**config.mk**
```make
export PLATFORM = sky130hd
export DESIGN_NAME = pwm_ramp_sequencer
export DESIGN_NICKNAME = d
export VERILOG_FILES = /design/src/rtl/pwm_seq_pkg.sv /design/src/rtl/pwm_tick_gen.sv /design/src/rtl/pwm_ramp_sequencer.sv
export SDC_FILE = /design/constraint.sdc
export NUM_CORES = 1
export LEC_CHECK = 0
export CORE_ASPECT_RATIO = 0.7
export CORE_MARGIN = 10
export CORE_UTILIZATION = 50
export DETAILED_ROUTE_END_ITERATION = 8
export PLACE_DENSITY = 0.78
export REMOVE_ABC_BUFFERS = 1
export SYNTH_ARGS = -nofsm -noshare
export SYNTH_HDL_FRONTEND = slang
export SYNTH_HIERARCHICAL = 1
export SYNTH_SLANG_ARGS = --single-unit
```
**constraint.sdc**
```tcl
create_clock -name i_clk -period 2.9 [get_ports i_clk]
set_input_delay 0.435 -clock i_clk [delete_from_list [all_inputs] [get_ports i_clk]]
set_output_delay 0.435 -clock i_clk [all_outputs]
set_load 0.01 [all_outputs]
```
**src/rtl/pwm_seq_pkg.sv**
```systemverilog
// -----------------------------------------------------------------------------
// pwm_seq_pkg
// Shared definitions for the PWM ramp sequencer: duty width and the sequencer
// state encoding (also driven out on the o_state port).
// -----------------------------------------------------------------------------
package pwm_seq_pkg;

    localparam int unsigned DUTY_W = 7;

    typedef enum logic [1:0] {
        ST_IDLE   = 2'b00,
        ST_STAGE1 = 2'b01,
        ST_STAGE2 = 2'b10,
        ST_MANUAL = 2'b11
    } seq_state_e;

endpackage

```
**src/rtl/pwm_tick_gen.sv**
```systemverilog
// -----------------------------------------------------------------------------
// pwm_tick_gen
// 16-bit prescaler producing a single-cycle tick every TICK_DIV clocks.
// Ports:
//   i_clk   system clock
//   i_rst   synchronous active-high reset (clears the prescaler)
//   o_tick  one-clock pulse, first one TICK_DIV-1 clocks after reset
// -----------------------------------------------------------------------------
module pwm_tick_gen #(
    parameter int unsigned TICK_DIV = 10000
) (
    input  logic i_clk,
    input  logic i_rst,
    output logic o_tick
);

    localparam logic [15:0] LAST = 16'(TICK_DIV - 1);

    logic [15:0] r_cnt;

    always_ff @(posedge i_clk) begin
        if (i_rst) begin
            r_cnt <= '0;
        end else if (r_cnt == LAST) begin
            r_cnt <= '0;
        end else begin
            r_cnt <= r_cnt + 16'd1;
        end
    end

    assign o_tick = (r_cnt == LAST);

endmodule

```
**src/rtl/pwm_ramp_sequencer.sv**
```systemverilog
// -----------------------------------------------------------------------------
// pwm_ramp_sequencer
// Motor-drive PWM sequencer: IDLE -> STAGE1 -> STAGE2 -> MANUAL (inc/dec),
// with stop abort from any state. Applied duty is shadowed and only changes
// at a period wrap, except that stop/reset force it to 0 immediately.
// Optional build macro SOFT_START_EN: at each wrap the duty moves by at most
// 1 toward its target instead of jumping.
// Ports:
//   i_clk, i_rst        clock, synchronous active-high reset
//   i_start, i_stop     level inputs; stop has priority
//   i_inc, i_dec        manual duty adjust (MANUAL only)
//   o_pwm_out           registered PWM output
//   o_pwm_light         copy of o_pwm_out for the indicator LED
//   o_duty              currently applied duty
//   o_state             00 IDLE, 01 STAGE1, 10 STAGE2, 11 MANUAL
// -----------------------------------------------------------------------------
module pwm_ramp_sequencer
    import pwm_seq_pkg::*;
#(
    parameter int unsigned TICK_DIV     = 10000,
    parameter int unsigned PERIOD       = 100,
    parameter int unsigned STAGE1_DUTY  = 10,
    parameter int unsigned STAGE2_DUTY  = 5,
    parameter int unsigned STAGE_TICKS  = 10000,
    parameter int unsigned REPEAT_TICKS = 1000
) (
    input  logic              i_clk,
    input  logic              i_rst,
    input  logic              i_start,
    input  logic              i_stop,
    input  logic              i_inc,
    input  logic              i_dec,
    output logic              o_pwm_out,
    output logic              o_pwm_light,
    output logic [DUTY_W-1:0] o_duty,
    output logic [1:0]        o_state
);

    localparam int unsigned SCNT_W = $clog2(STAGE_TICKS + 1);
    localparam int unsigned RCNT_W = $clog2(REPEAT_TICKS + 1);

    localparam logic [DUTY_W-1:0] P_LAST    = DUTY_W'(PERIOD - 1);
    localparam logic [DUTY_W-1:0] P_MAX     = DUTY_W'(PERIOD);
    localparam logic [DUTY_W-1:0] S1_DUTY   = DUTY_W'(STAGE1_DUTY);
    localparam logic [DUTY_W-1:0] S2_DUTY   = DUTY_W'(STAGE2_DUTY);
    localparam logic [SCNT_W-1:0] STAGE_END = SCNT_W'(STAGE_TICKS);
    localparam logic [RCNT_W-1:0] REP_LAST  = RCNT_W'(REPEAT_TICKS - 1);

    seq_state_e        r_state;
    seq_state_e        w_state_nxt;
    logic              w_run_entry;
    logic              w_tick;
    logic              w_wrap;
    logic              w_one_btn;
    logic [SCNT_W-1:0] r_scnt;
    logic [RCNT_W-1:0] r_rcnt;
    logic [DUTY_W-1:0] r_pcnt;
    logic [DUTY_W-1:0] r_duty;
    logic [DUTY_W-1:0] r_mduty;
    logic [DUTY_W-1:0] w_target;
    logic [DUTY_W-1:0] w_duty_nxt;
    logic              r_pwm;

    pwm_tick_gen #(
        .TICK_DIV (TICK_DIV)
    ) u_tick_gen (
        .i_clk  (i_clk),
        .i_rst  (i_rst),
        .o_tick (w_tick)
    );

    assign w_wrap    = w_tick && (r_pcnt == P_LAST);
    assign w_one_btn = i_inc ^ i_dec;

    // FSM next state; the stage counter is compared every clk, so a stage
    // ends on the clk after its last tick.
    always_comb begin
        w_state_nxt = r_state;
        w_run_entry = 1'b0;
        if (i_stop) begin
            w_state_nxt = ST_IDLE;
        end else begin
            unique case (r_state)
                ST_IDLE: begin
                    if (i_start) begin
                        w_state_nxt = ST_STAGE1;
                        w_run_entry = 1'b1;
                    end
                end
                ST_STAGE1: if (r_scnt == STAGE_END) w_state_nxt = ST_STAGE2;
                ST_STAGE2: if (r_scnt == STAGE_END) w_state_nxt = ST_MANUAL;
                ST_MANUAL: w_state_nxt = ST_MANUAL;
                default:   w_state_nxt = ST_IDLE;
            endcase
        end
    end

    always_ff @(posedge i_clk) begin
        if (i_rst) begin
            r_state <= ST_IDLE;
        end else begin
            r_state <= w_state_nxt;
        end
    end

    // Stage counter only runs inside STAGE1/STAGE2 and restarts on any move.
    always_ff @(posedge i_clk) begin
        if (i_rst) begin
            r_scnt <= '0;
        end else if ((w_state_nxt != r_state) || (r_state == ST_IDLE)
                     || (r_state == ST_MANUAL)) begin
            r_scnt <= '0;
        end else if (w_tick) begin
            r_scnt <= r_scnt + SCNT_W'(1);
        end
    end

    // Period counter free-runs; starting a run realigns it to a fresh period.
    always_ff @(posedge i_clk) begin
        if (i_rst || w_run_entry) begin
            r_pcnt <= '0;
        end else if (w_wrap) begin
            r_pcnt <= '0;
        end else if (w_tick) begin
            r_pcnt <= r_pcnt + DUTY_W'(1);
        end
    end

    // Manual duty: one step per REPEAT_TICKS ticks of a single held button.
    always_ff @(posedge i_clk) begin
        if (i_rst) begin
            r_rcnt  <= '0;
            r_mduty <= '0;
        end else if ((r_state != ST_MANUAL) || i_stop || !w_one_btn) begin
            r_rcnt <= '0;
        end else if (w_tick) begin
            if (r_rcnt == REP_LAST) begin
                r_rcnt <= '0;
                if (i_inc) begin
                    if (r_mduty < P_MAX) r_mduty <= r_mduty + DUTY_W'(1);
                end else begin
                    if (r_mduty != '0) r_mduty <= r_mduty - DUTY_W'(1);
                end
            end else begin
                r_rcnt <= r_rcnt + RCNT_W'(1);
            end
        end
    end

    always_comb begin
        w_target = '0;
        unique case (r_state)
            ST_IDLE:   w_target = '0;
            ST_STAGE1: w_target = S1_DUTY;
            ST_STAGE2: w_target = S2_DUTY;
            ST_MANUAL: w_target = r_mduty;
            default:   w_target = '0;
        endcase
    end

    always_comb begin
        w_duty_nxt = w_target;
`ifdef SOFT_START_EN
        if (w_target > r_duty) begin
            w_duty_nxt = r_duty + DUTY_W'(1);
        end else if (w_target < r_duty) begin
            w_duty_nxt = r_duty - DUTY_W'(1);
        end else begin
            w_duty_nxt = r_duty;
        end
`else
        w_duty_nxt = w_target;
`endif
    end

    // Duty shadow: updates only at a wrap so every period is complete.
    always_ff @(posedge i_clk) begin
        if (i_rst || i_stop) begin
            r_duty <= '0;
        end else if (w_wrap) begin
            r_duty <= w_duty_nxt;
        end
    end

    always_ff @(posedge i_clk) begin
        if (i_rst || i_stop) begin
            r_pwm <= 1'b0;
        end else begin
            r_pwm <= (r_duty > r_pcnt);
        end
    end

    assign o_pwm_out   = r_pwm;
    assign o_pwm_light = r_pwm;
    assign o_duty      = r_duty;
    assign o_state     = r_state;

endmodule

```
# Yosys cells after proc, flatten, opt, wreduce, memory -nomap -nowiden
# Cells that the tools add are included.
# totals
latch_bits	0
ramBits	0
input_bits	6
reg_bits	64
n_memories	0
word_cells	57
romBits	0
out_inout_bits	11
# op_classes
n_eq_ne	10
n_reduce_logical	16
shifts	0
addsub	6
mul	0
div_mod_pow	0
bitwise_logic	2
magnitude_cmp	2
mux	13
# ops
op	n
$pmux W7 S4	1
$mux W7	3
$add A16 B1 Y16 const B	1
$eq A16 B14 Y1 const B	1
$add A14 B1 Y14 const B	1
$add A7 B1 Y7 const B	2
$eq A14 B14 Y1 const B	1
$add A10 B1 Y10 const B	1
$eq A10 B10 Y1 const B	1
$mux W10	1
$mux W2	4
$pmux W2 S4	1
$reduce_or A2 Y1	4
$eq A7 B7 Y1 const B	1
$gt A7 B7 Y1	1
$lt A7 B7 Y1 const B	1
$reduce_bool A7 Y1	1
$sub A7 B1 Y7 const B	1
$logic_or A1 B1 Y1	6
$reduce_and A5 Y1	1
$eq A2 B2 Y1 const B	2
$mux W1	3
$eq A2 B1 Y1 const B	1
$logic_not A2 Y1	1
other kinds (8)	8

# Logic depth before layout (Yosys ltp)
# logic_depth
depth_word	8
depth_mapped	10
mapped_depth_nobuf	8

# Hierarchy
# The synthesis kept the hierarchy.
# by_module_without_submodules
mod	cells_per_inst	instances	seq_area_each_um2	area_per_inst_um2
pwm_ramp_sequencer	288	1	960.9	2522.4
pwm_tick_gen	78	1	320.3	709.4

# Worst setup path before layout
# Ideal clock, no wire load.
# synth_timing
kind	register -> register
from	reg u_tick_gen.r_cnt[11]
to	reg r_mduty[1]
setup_time_ns	0.128
period_less_slack_ns	2.284
arrival_ns	2.156
path_stages_with_launch	10
setup_slack_ns	0.616
n_path_buf	2
t_required_ns	2.772
path_cell_list	dfxtp_1 -> or4_1 -> nor4_2 -> buf_4 -> nand3_1 -> nor4_2 -> and4bb_1 -> buf_6 -> mux2i_1 -> nor2_1
# synth_via
elab_chain_cells	2
# synth_rtl
element	line_no	source
start: declaration	pwm_tick_gen.sv:19	logic [15:0] r_cnt;
start signal: assignment	pwm_tick_gen.sv:27	r_cnt <= r_cnt + 16'd1;
$eq A16 B14 Y1	pwm_tick_gen.sv:31	assign o_tick = (r_cnt == LAST);
net w_tick	pwm_ramp_sequencer.sv:52	logic w_tick;
$reduce_and A5 Y1 (no source line)	--	
end signal: assignment	pwm_ramp_sequencer.sv:140	if (r_mduty < P_MAX) r_mduty <= r_mduty + DUTY_W'(1);
end signal: assignment	pwm_ramp_sequencer.sv:142	if (r_mduty != '0) r_mduty <= r_mduty - DUTY_W'(1);
end: declaration	pwm_ramp_sequencer.sv:59	logic [DUTY_W-1:0] r_mduty;
# The timed path passes the listed nets, and every way through them passes these cells.
# A chain may end at the register's enable or synchronous reset.

# Final worst setup path
# layout_timing
from	reg u_tick_gen.r_cnt[12]
to	reg r_scnt[10]
# layout_via
elab_chain_cells	1
# layout_rtl
element	line_no	source
$eq A16 B14 Y1	pwm_tick_gen.sv:31	
net w_tick	pwm_ramp_sequencer.sv:52	
end signal: assignment	pwm_ramp_sequencer.sv:114	r_scnt <= r_scnt + SCNT_W'(1);
end: declaration	pwm_ramp_sequencer.sv:55	logic [SCNT_W-1:0] r_scnt;
# The timed path passes the listed nets, and every way through them passes these cells.

==> flow_metrics.env <==
export IMPL_status="finished, final reports clean"
export IMPL_fin_skew_ps=5.966
export IMPL_wl_per_cell_um=13.52
export IMPL_vias=2526
export IMPL_worstRegToRegCells=8
export IMPL_reg2reg_slack_ps=310
export IMPL_seq_power_share_pct=48.8
export IMPL_cap_viol_max_count=0
export IMPL_post_route_drc_count=0
export IMPL_cts_tree="yes"
export IMPL_postCtsSetupRepairBufs=0
export IMPL_htreeDepth=3
export IMPL_p_sw_share_pct=19.93
export IMPL_totalWireLength_um=6275
export IMPL_layout_drive_gt1_share_pct=5.699
export IMPL_r2r_start="u_tick_gen/r_cnt[12]$_SDFF_PP0_"
export IMPL_clk_latency_ps=340
export IMPL_p_leak_nw=1.265
export IMPL_via_per_inst=5.444
export IMPL_p_clk_share_pct=48.5
export IMPL_cts_max_path_buffers=2
export IMPL_synth_top_area_share_pct=39.64
export IMPL_ctsResizeCount=0
export IMPL_cts_root_buffer="clkbuf_8"
export IMPL_synth_cell_types=46
export IMPL_yosys_warnings=6
export IMPL_critPathLaunchType="register"
export IMPL_synth_edf_count=0
export IMPL_diodes=0
export IMPL_grt_usage_pct=13.52
export IMPL_min_path_type="reg2reg"
export IMPL_first_pass_iters=5
export IMPL_ant_nets=0
export IMPL_peakVddDrop_mv=0.2250
export IMPL_grt_pass1_vias=2381
export IMPL_drv_slew=0
export IMPL_ys_ff_latch=64
export IMPL_cts_sinks=64
export IMPL_cp_top_family="simple AND/OR/NAND/NOR gates"
export IMPL_nets=405
export IMPL_power_internal_mw=1.459
export IMPL_fin_tns_setup_ps=0
export IMPL_die_y_um=87.27
export IMPL_dieArea_um2=10130
export IMPL_clkTransAtPathRegs_ps=60
export IMPL_areaGrowthSynthToFinish_pct=12.85
export IMPL_crit_arrival_ps=2810
export IMPL_netlist_area_um2=3232
export IMPL_timing_final_crit_share_pct=89.45
export IMPL_dpl_hpwl_um=4557
export IMPL_timing_final_hold_violations=0
export IMPL_critPathKind="reg2reg"
export IMPL_cp_end_kind="register"
export IMPL_drt_iter0_drc=134
export IMPL_power_density_nw_per_um2=499.7
export IMPL_min_period_ps=2594
export IMPL_worst_pin_slew_ps=558.0
export IMPL_avgSynthCellArea_um2=8.830
export IMPL_place_inst=448
export IMPL_whs_ps=500.6
export IMPL_setup_viol=0
export IMPL_pin_count=17
export IMPL_synth_ff_type="dfxtp_1"
export IMPL_cp_required_ps=3110
export IMPL_grt_pass1_wl_um=11030
export IMPL_hold_path_endpoint="o_duty[0]$_SDFFE_PP0P_"
export IMPL_cpPeakStageDelay_ps=560
export IMPL_cp_cell_sequence="or4_1, nor4_4, buf_4, and4_1, and4_1, nand4_1, xor2_1, nor2_1"
export IMPL_syn_inst=366
export IMPL_rows=24
export IMPL_grt_overflow=0
export IMPL_portBuffers=16
export IMPL_postCtsHoldBufs=0
export IMPL_min_delay_start="o_duty[0]$_SDFFE_PP0P_"
export IMPL_start_util_pct=51.74
export IMPL_cpMostUsedCell="and4_1"
export IMPL_slew_headroom_pct=62.70
export IMPL_cpMaxStageDelayCell="or4_1"
export IMPL_synth_top_cell_by_area="dfxtp_1"
export IMPL_p_total_mw=1.822
export IMPL_yosysSeqAreaShare_pct=39.64
export IMPL_max_freq_ghz=0.3855
export IMPL_postSynth_asyncResetShare_pct=0
export IMPL_whs_path_depth=2
export IMPL_rr_endpoint="r_scnt[10]$_SDFFE_PP0P_"
export IMPL_cts_buffers=9
export IMPL_gp_congestion=0.9258
export IMPL_grt_max_degree=19
export IMPL_comb_power_share_pct=2.7
export IMPL_rsz0062_at_grt="no"
export IMPL_core_area_um2=6246
export IMPL_die_x_um=116.1
export IMPL_finalNonFillerCells=464
export IMPL_antenna_found_initial=0
export IMPL_p_sw_mw=0.3632
export IMPL_ys_top_cells_by_area="dfxtp_1 40%, nor2_1 7.4%, xnor2_1 7.0%"
export IMPL_path_buf_inv=1
export IMPL_worstPathMaxFanout=18
-- cells in the final DEF (no fill, tap or decap), drive strengths merged, types with 3 or more instances in the layout --
| cell type | netlist | routed |
|---|---|---|
| and3 | 3 | 3 |
| nor4 | 7 | 7 |
| and4 | 3 | 3 |
| nor3 | 9 | 9 |
| a21o | 3 | 3 |
| nand2 | 19 | 19 |
| nand4 | 21 | 21 |
| xnor2 | 26 | 26 |
| clkdlybuf4s50 | 0 | 16 |
| inv | 15 | 15 |
| o21ai | 3 | 3 |
| mux2i | 7 | 7 |
| nor2 | 64 | 64 |
| ha | 17 | 17 |
| a21oi | 15 | 15 |
| or4 | 3 | 3 |
| dfxtp | 64 | 64 |
| nand3 | 19 | 19 |
| clkbuf | 3 | 14 |
| nand2b | 6 | 6 |
| xor2 | 23 | 23 |
| buf | 12 | 3 |
-- worst reg2reg max path, delay by kind of cell (launching register included) --
family        cells  cell delay (ps)
xor+xnor          1              180
buf+inv           1              290
flops             1              350
simple gates      6             1660
-- layer usage --
layer | up-vias | GRT usage [%] | routed length [um]
met3 | 11 | 4.821 | 302
met4 | 0 | 4.983 | 93
met5 | - | 0 | 0
met2 | 43 | 20.40 | 2728
met1 | 1180 | 17.33 | 3150
li1 | 1292 | - | -
-- cells in the mapped netlist, types with 2 or more instances --
| library cell | instances |
|---|---|
| nor2_1 | 64 |
| buf_2 | 6 |
| nand2_1 | 19 |
| a211oi_1 | 2 |
| buf_6 | 2 |
| mux2i_1 | 7 |
| dfxtp_1 | 64 |
| xnor2_1 | 26 |
| or4_1 | 3 |
| and3_1 | 3 |
| o21a_1 | 2 |
| nor2b_1 | 2 |
| xor2_1 | 23 |
| nand3_1 | 19 |
| nor4_2 | 2 |
| clkbuf_1 | 3 |
| o41ai_1 | 2 |
| nor4_1 | 4 |
| a21o_1 | 3 |
| nand2b_1 | 6 |
| a21oi_1 | 14 |
| ha_1 | 17 |
| and4_1 | 3 |
| nor3_1 | 9 |
| inv_1 | 15 |
| o21ai_0 | 3 |
| nand4_1 | 21 |
| buf_4 | 3 |
| or3_1 | 2 |
-- through the flow --
step / setup slack (ps) / cell area [um^2] / utilization (%)
CTS: 281.9 / 3647 / 58.39
detailed placement: 184.8 / 3415 / 54.67
floorplan: -332.7 / 3126 / -
global placement: 198.1 / 3415 / 54.67
finish: 305.9 / 3647 / 58.39
global route: 102.0 / 3647 / 58.39
-- cells by family after synthesis --
family	after synthesis	share of synthesized area, %
muxes	7	2.168
xor gates and xnor gates	49	13.28
buffers and inverters	30	5.033
adders and majority gates	18	7.201
DFF	64	39.64
and+or+nand+nor	167	26.64
AOI/OAI and AO/OA	31	6.040
-- worst max-delay path by stage --
stage / cells past startpoint / from / slack (ps) / to
floorplan: 7 / u_tick_gen/r_cnt[11]$_SDFF_PP0_ / -330 / r_mduty[1]$_SDFFE_PP0P_
global placement: 8 / i_inc / 200 / r_mduty[5]$_SDFFE_PP0P_
detailed placement: 8 / i_inc / 180 / r_mduty[5]$_SDFFE_PP0P_
CTS: 8 / u_tick_gen/r_cnt[12]$_SDFF_PP0_ / 280 / r_scnt[10]$_SDFFE_PP0P_
global route: 8 / u_tick_gen/r_cnt[12]$_SDFF_PP0_ / 100 / r_scnt[10]$_SDFFE_PP0P_
finish: 8 / u_tick_gen/r_cnt[12]$_SDFF_PP0_ / 310 / r_scnt[10]$_SDFFE_PP0P_
-- layout make-up --
class | count | area (um^2)
inverters | 15 | 56.30
flip-flops and latches | 64 | 1281
clock inverters | 2 | 60.06
multi-input cells | 272 | 1797
clock buffers | 14 | 172.7
repair buffers | 19 | 182.7
fillers | 548 | 2599
well taps | 78 | 97.59
-- flip-flops by register name (all words and copies together) (netlist names) --
| name | cells |
|---|---|
| r_mduty | 7 |
| o_duty | 7 |
| r_rcnt | 10 |
| r_scnt | 14 |
| o_pwm_light | 1 |
| u_tick_gen/r_cnt | 16 |
| r_pcnt | 7 |
| o_state | 2 |
-- power groups by stage --
stage                     Clock [mW]  Sequential (mW)  Combinational [mW]
after floorplan                    0            0.908              0.0279
after global placement             0            0.910              0.0476
after detailed placement           0            0.910              0.0491
after CTS                      0.902            0.890              0.0492
after global routing           0.953            0.890              0.0547
final                          0.883            0.890              0.0494
Note: power is estimated with default switching activity, not from simulation.
